`src/rtl/sprite_renderer.sv`:
```
// sprite_renderer
//
// Pixel-side sprite compositor. For each pixel from the VGA timing generator
// it decides which sprite (if any) covers the pixel and produces its colour.
// Sprite rectangles are copied into shadow registers only on new_frame_i, so
// game logic can move sprites at any time without tearing the picture.
// The pipeline is two registered stages; the sync and visible signals are
// delayed by the same two cycles so they stay aligned with rgb_o.
//
// Ports:
//   clk_i            pixel clock
//   rst_i            synchronous active-high reset
//   x_i, y_i         current pixel column / row
//   visible_i        pixel lies in the active area
//   hsync_i, vsync_i active-low syncs from the timing generator
//   new_frame_i      one-cycle pulse at the start of vertical blanking
//   spr_x_pos_i      per-sprite left edge (inclusive)
//   spr_y_pos_i      per-sprite top edge (inclusive)
//   spr_right_i      per-sprite right edge (exclusive)
//   spr_bottom_i     per-sprite bottom edge (exclusive)
//   rgb_o            pixel colour, valid two cycles after the pixel input
//   hsync_o, vsync_o, visible_o  inputs delayed by two cycles

module sprite_renderer #(
    parameter int N_SPRITES    = 3,
    parameter int COLOR_W      = 12,
    parameter int X_POS_W      = 10,
    parameter int Y_POS_W      = 10,
    parameter int SCREEN_H_RES = 640,
    parameter logic [N_SPRITES-1:0][COLOR_W-1:0] SPRITE_COLORS = {12'hFFF, 12'hF00, 12'h0F0},
    parameter logic [COLOR_W-1:0] NET_COLOR = 12'h888,
    parameter logic [COLOR_W-1:0] BG_COLOR  = 12'h000,
    parameter int NET_X        = SCREEN_H_RES / 2 - 1
) (
    input  logic                              clk_i,
    input  logic                              rst_i,
    input  logic [X_POS_W-1:0]                x_i,
    input  logic [Y_POS_W-1:0]                y_i,
    input  logic                              visible_i,
    input  logic                              hsync_i,
    input  logic                              vsync_i,
    input  logic                              new_frame_i,
    input  logic [N_SPRITES-1:0][X_POS_W-1:0] spr_x_pos_i,
    input  logic [N_SPRITES-1:0][Y_POS_W-1:0] spr_y_pos_i,
    input  logic [N_SPRITES-1:0][X_POS_W-1:0] spr_right_i,
    input  logic [N_SPRITES-1:0][Y_POS_W-1:0] spr_bottom_i,
    output logic [COLOR_W-1:0]                rgb_o,
    output logic                              hsync_o,
    output logic                              vsync_o,
    output logic                              visible_o
);

    localparam logic [X_POS_W-1:0] NET_X_LO = X_POS_W'(NET_X);
    localparam logic [X_POS_W-1:0] NET_X_HI = X_POS_W'(NET_X + 1);

    // Shadow copy of the sprite rectangles used for the whole frame
    logic [N_SPRITES-1:0][X_POS_W-1:0] shadow_x_pos_q,  shadow_x_pos_d;
    logic [N_SPRITES-1:0][Y_POS_W-1:0] shadow_y_pos_q,  shadow_y_pos_d;
    logic [N_SPRITES-1:0][X_POS_W-1:0] shadow_right_q,  shadow_right_d;
    logic [N_SPRITES-1:0][Y_POS_W-1:0] shadow_bottom_q, shadow_bottom_d;

    // Stage 1: per-sprite hit bits, net bit and delayed timing signals
    logic [N_SPRITES-1:0] hit_q,      hit_d;
    logic                 net_q,      net_d;
    logic                 visible1_q, visible1_d;
    logic                 hsync1_q,   hsync1_d;
    logic                 vsync1_q,   vsync1_d;

    // Stage 2: registered outputs
    logic [COLOR_W-1:0]   rgb_q,      rgb_d;
    logic                 hsync2_q,   hsync2_d;
    logic                 vsync2_q,   vsync2_d;
    logic                 visible2_q, visible2_d;

    // Shadow load: the stage-1 comparison below reads the _q values, so a
    // pixel presented together with new_frame_i still sees the old frame.
    always_comb begin
        shadow_x_pos_d  = shadow_x_pos_q;
        shadow_y_pos_d  = shadow_y_pos_q;
        shadow_right_d  = shadow_right_q;
        shadow_bottom_d = shadow_bottom_q;
        if (new_frame_i) begin
            shadow_x_pos_d  = spr_x_pos_i;
            shadow_y_pos_d  = spr_y_pos_i;
            shadow_right_d  = spr_right_i;
            shadow_bottom_d = spr_bottom_i;
        end
    end

    // Stage 1: rectangle test with exclusive right/bottom edges. A rectangle
    // whose right/bottom is not beyond its x/y position can never satisfy
    // both halves of a test, so empty sprites need no special case.
    always_comb begin
        hit_d = '0;
        for (int k = 0; k < N_SPRITES; k++) begin
            hit_d[k] = (shadow_x_pos_q[k] <= x_i) && (x_i < shadow_right_q[k]) &&
                       (shadow_y_pos_q[k] <= y_i) && (y_i < shadow_bottom_q[k]);
        end
        // Dashed centre net: 2 pixels wide, 8 rows on / 8 rows off
        net_d      = ((x_i == NET_X_LO) || (x_i == NET_X_HI)) && !y_i[3];
        visible1_d = visible_i;
        hsync1_d   = hsync_i;
        vsync1_d   = vsync_i;
    end

    // Stage 2: colour priority. The loop runs from the highest index down so
    // the lowest-index hit is assigned last and wins; sprites override the
    // net, and blanking overrides everything.
    always_comb begin
        rgb_d = net_q ? NET_COLOR : BG_COLOR;
        for (int k = N_SPRITES - 1; k >= 0; k--) begin
            if (hit_q[k]) begin
                rgb_d = SPRITE_COLORS[k];
            end
        end
        if (!visible1_q) begin
            rgb_d = '0;
        end
        hsync2_d   = hsync1_q;
        vsync2_d   = vsync1_q;
        visible2_d = visible1_q;
    end

    // All state registers; reset puts the syncs in their inactive (high)
    // level and blanks the picture in both stages.
    always_ff @(posedge clk_i) begin
        if (rst_i) begin
            shadow_x_pos_q  <= '0;
            shadow_y_pos_q  <= '0;
            shadow_right_q  <= '0;
            shadow_bottom_q <= '0;
            hit_q           <= '0;
            net_q           <= 1'b0;
            visible1_q      <= 1'b0;
            hsync1_q        <= 1'b1;
            vsync1_q        <= 1'b1;
            rgb_q           <= '0;
            hsync2_q        <= 1'b1;
            vsync2_q        <= 1'b1;
            visible2_q      <= 1'b0;
        end else begin
            shadow_x_pos_q  <= shadow_x_pos_d;
            shadow_y_pos_q  <= shadow_y_pos_d;
            shadow_right_q  <= shadow_right_d;
            shadow_bottom_q <= shadow_bottom_d;
            hit_q           <= hit_d;
            net_q           <= net_d;
            visible1_q      <= visible1_d;
            hsync1_q        <= hsync1_d;
            vsync1_q        <= vsync1_d;
            rgb_q           <= rgb_d;
            hsync2_q        <= hsync2_d;
            vsync2_q        <= vsync2_d;
            visible2_q      <= visible2_d;
        end
    end

    assign rgb_o     = rgb_q;
    assign hsync_o   = hsync2_q;
    assign vsync_o   = vsync2_q;
    assign visible_o = visible2_q;

endmodule

```
`config.mk`:
```
export PLATFORM = sky130hd
export DESIGN_NAME = sprite_renderer
export DESIGN_NICKNAME = d
export VERILOG_FILES = /design/src/rtl/sprite_renderer.sv
export SDC_FILE = /design/constraint.sdc
export NUM_CORES = 1
export LEC_CHECK = 0
export CORE_MARGIN = 8
export CORE_UTILIZATION = 40
export CTS_BUF_LIST = sky130_fd_sc_hd__clkbuf_4
export CTS_CLUSTER_DIAMETER = 50
export DETAILED_ROUTE_END_ITERATION = 8
export PLACE_DENSITY_LB_ADDON = 0.12
export SETUP_SLACK_MARGIN = 0.15
export SLEW_MARGIN = 20
export SYNTH_ARGS = -nofsm -noshare
export SYNTH_HDL_FRONTEND = slang
export SYNTH_SLANG_ARGS = --single-unit
```
`constraint.sdc`:
```
create_clock -name clk_i -period 1.9 [get_ports clk_i]
set_input_delay 0.285 -clock clk_i [delete_from_list [all_inputs] [get_ports clk_i]]
set_output_delay 0.285 -clock clk_i [all_outputs]
set_load 0.02 [all_outputs]
```
==> results.sh <==
export IMPL_ctsRootBufferMaster="clkbuf_4"
export IMPL_synth_main_ff_cell="dfxtp_1"
export IMPL_die_x_um=152.1
export IMPL_reg2reg_slack_ns=0.05
export IMPL_cp_endpoint="hit_q[1]$_SDFF_PP0_"
export IMPL_cp_slowest_cell="or4_4"
export IMPL_die_h_um=152.1
export IMPL_ios=161
export IMPL_hpwl_um=16040
export IMPL_ys_types=34
export IMPL_reg2reg_depth=7
export IMPL_design_core_area_mm2=0.01809
export IMPL_powerDensity_mw_per_mm2=606.2
export IMPL_period_share=0.9740
export IMPL_timing_critical_path_cells="inv_1 > ha_1 > nand4_1 > or2_2 > o32ai_1 > or4_4 > a211oi_2"
export IMPL_leakagePower_nw=4.740
export IMPL_switchingPower_mw=1.770
export IMPL_start_kind="register"
export IMPL_tightest_slew_ns=0.5759
export IMPL_worstPathRequired_ns=2.37
export IMPL_path_delay_family="simple AND/OR/NAND/NOR gates"
export IMPL_syn_cell_area_mm2=0.007410
export IMPL_syn_avg_cell_area_um2=9.309
export IMPL_status="complete, no violations"
export IMPL_startpoint="shadow_right_q[16]$_SDFFE_PP0P_"
export IMPL_antenna_left=0
export IMPL_internal_power_mw=4.283
export IMPL_cp_depth=7
export IMPL_synth_top_area_share=0.3674
export IMPL_wirelength_um=20050
export IMPL_grt_total_usage=0.1721
export IMPL_clockBufferDepth=2
export IMPL_final_core_util=0.5521
export IMPL_postCtsSetupBuffers=0
export IMPL_synth_area_leaders="dfxtp_1 37%, ha_1 19%, mux2i_1 16%, nor2_1 6.9%, inv_1 4.4%"
export IMPL_synth_seq_area_share=0.3674
export IMPL_hold_viol=0
export IMPL_grt_ovfl_total=0
export IMPL_switching_share=0.2924
export IMPL_worst_clock_skew_ns=0.01703
export IMPL_dr_pass1_iters=4
export IMPL_synth_enable_flop_cells=0
export IMPL_die_area_mm2=0.02313
export IMPL_cts_num_sinks=136
export IMPL_drcViolationCount=0
export IMPL_dpl_cell_count=1206
export IMPL_vias=6037
export IMPL_drive_gt1_frac=0.1301
export IMPL_viasPerCell=4.876
export IMPL_antenna_found_initial=3
export IMPL_synthArstFlopShare=0
export IMPL_slowest_delay_ns=0.55
export IMPL_fmax_mhz=540.4
export IMPL_start_util=0.4097
export IMPL_cap_viol_max_count=0
export IMPL_postLayoutCellArea_mm2=0.009985
export IMPL_crit_arrival_ns=2.32
export IMPL_power_mw=6.053
export IMPL_clk_pin_slew_ns=0.12
export IMPL_cts_buffers=17
export IMPL_pwr_share_seq=0.515
export IMPL_grt_first_pass_wirelength_um=31770
export IMPL_synth_largest_area_cell="dfxtp_1"
export IMPL_crit_type="register to register"
export IMPL_area_growth_synth_to_final_pct=34.75
export IMPL_htreeDepth=4
export IMPL_power_clock_fraction=0.252
export IMPL_final_instance_count_excl_fill=1238
export IMPL_wire_per_inst_um=16.19
export IMPL_path_max_fanout=2
export IMPL_drt_iter0_markers=275
export IMPL_r2r_end="hit_q[1]$_SDFF_PP0_"
export IMPL_place_ws_ns=-0.5529
export IMPL_synthTopCellsByCount="137 x nor2_1, 136 x dfxtp_1, 120 x mux2i_1, 114 x ha_1, 86 x inv_1"
export IMPL_rows=49
export IMPL_fillCellCount=1700
export IMPL_clock_latency_ns=0.54
export IMPL_cp_num_buf_inv=1
export IMPL_postPlaceCellArea_mm2=0.009594
export IMPL_yosys_warnings=0
export IMPL_min_period_ns=1.851
export IMPL_synth_most_common_cell="nor2_1"
export IMPL_whs_ns=0.1344
export IMPL_ir_worst_vdd_mv=0.4374
export IMPL_gp_congestion=0.8743
export IMPL_end_kind="register"
export IMPL_hp_class="input port to register"
export IMPL_ys_ff_latch=136
export IMPL_grt_pass1_vias=6147
export IMPL_setup_tns_ns=0
export IMPL_p_comb_frac=0.233
export IMPL_setup_ws_ns=0.04947
export IMPL_setup_violations=0
export IMPL_slew_violations=0
export IMPL_grt_max_degree=58
export IMPL_r2r_start="shadow_right_q[16]$_SDFFE_PP0P_"
export IMPL_cts_tree="yes"
export IMPL_port_buffers=160
export IMPL_syn_nets=1056
export IMPL_rsz0062_at_grt="true"
export IMPL_nNetsFinal=1256
export IMPL_synthCells=796
export IMPL_max_slew_margin=0.6160
## worst reg2reg max path: stages, from the launching register on
cell,delay (ns)
dfxtp_1,0.37
inv_1,0.06
ha_1,0.27
nand4_1,0.15
or2_2,0.15
o32ai_1,0.07
or4_4,0.55
a211oi_2,0.16
## flip-flops by register name (all words and copies together), names as in the netlist
name,flops
net_q,1
visible_o,1
hit_q,3
shadow_right_q,30
shadow_x_pos_q,30
hsync_o,1
hsync1_q,1
shadow_bottom_q,30
vsync_o,1
shadow_y_pos_q,30
vsync1_q,1
rgb_o,6
visible1_q,1
## layer usage
metal,up-vias,global-route usage,part of all wire
met5,-,0,0.00050
met4,2,0.03713,0.0055
met3,11,0.05332,0.056
met2,117,0.2802,0.46
met1,2744,0.2196,0.47
li1,3163,-,-
## cell usage in the layout (no fill, tap or decap), types with 5 or more instances in the layout
cell | synthesis | layout
nor2_1 | 137 | 137
clkdlybuf4s50_1 | 0 | 134
dfxtp_1 | 136 | 126
mux2i_1 | 120 | 120
ha_1 | 114 | 104
inv_1 | 86 | 79
buf_4 | 6 | 53
a21oi_1 | 38 | 35
nand4_1 | 23 | 23
a21o_1 | 21 | 21
clkbuf_4 | 0 | 18
nand3_1 | 17 | 17
dlygate4sd2_1 | 0 | 16
nor3_1 | 11 | 10
ha_4 | 0 | 10
dfxtp_2 | 0 | 10
dlymetal6s2s_1 | 0 | 8
inv_2 | 0 | 7
nand2b_1 | 7 | 7
nand2_1 | 7 | 7
or2_2 | 6 | 6
nor4_2 | 1 | 5
clkinv_2 | 0 | 5
## timing repair
item                                    CTS  global route
hold endpoints to repair                  0             0
pin swaps                                 4            11
hold buffers                              0             0
endpoints found under the setup margin   18             3
gates resized for setup                  28            34
## how the worst min path moves through the flow
stage / slack, ns / end / depth (start not counted) / from
global route: 0.12 / net_q$_SDFF_PP0_ / 3 / x_i[7]
floorplan: 0.36 / net_q$_SDFF_PP0_ / 1 / x_i[7]
global placement: 0.39 / hsync_o$_SDFF_PP1_ / 1 / hsync1_q$_SDFF_PP1_
finish: 0.13 / net_q$_SDFF_PP0_ / 3 / x_i[7]
detailed placement: 0.40 / hsync_o$_SDFF_PP1_ / 1 / hsync1_q$_SDFF_PP1_
CTS: 0.14 / shadow_right_q[1]$_SDFFE_PP0P_ / 3 / new_frame_i
## cell type report
cell class	count	area (µm²)	share of cell area
timing repair buffer	215	2051	0.2054
inverter	86	322.8	0.03233
sequential	136	2735	0.2739
clock inverter	12	63.81	0.006391
antenna	2	5.005	0.0005013
clock buffer	18	135.1	0.01353
multi-input combinational	540	4385	0.4392
tap	229	286.5	0.02870
## power groups by stage
stage	sequential (mW)	clock (mW)	combinational, mW
2_1_floorplan	3.14	0	0.735
3_3_place_gp	3.17	0	1.36
3_5_place_dp	3.17	0	1.37
4_1_cts	3.11	1.58	1.39
5_1_grt	3.13	1.71	1.58
6_report	3.11	1.53	1.41
## cells by family (layout without fill, tap and decap cells)
family                   count (synthesis)  after routing  synth area share
other                                    0              2                 0
multiplexers                           120            120            0.1621
AO/OA/AOI/OAI                           84             84           0.07498
buffers and inverters                  120            331           0.06586
flip-flops                             136            136            0.3674
AND/OR/NAND/NOR                        222            222            0.1371
adder cells (fa/ha/maj)                114            114            0.1925
Note: power is estimated with default switching activity, not from simulation.
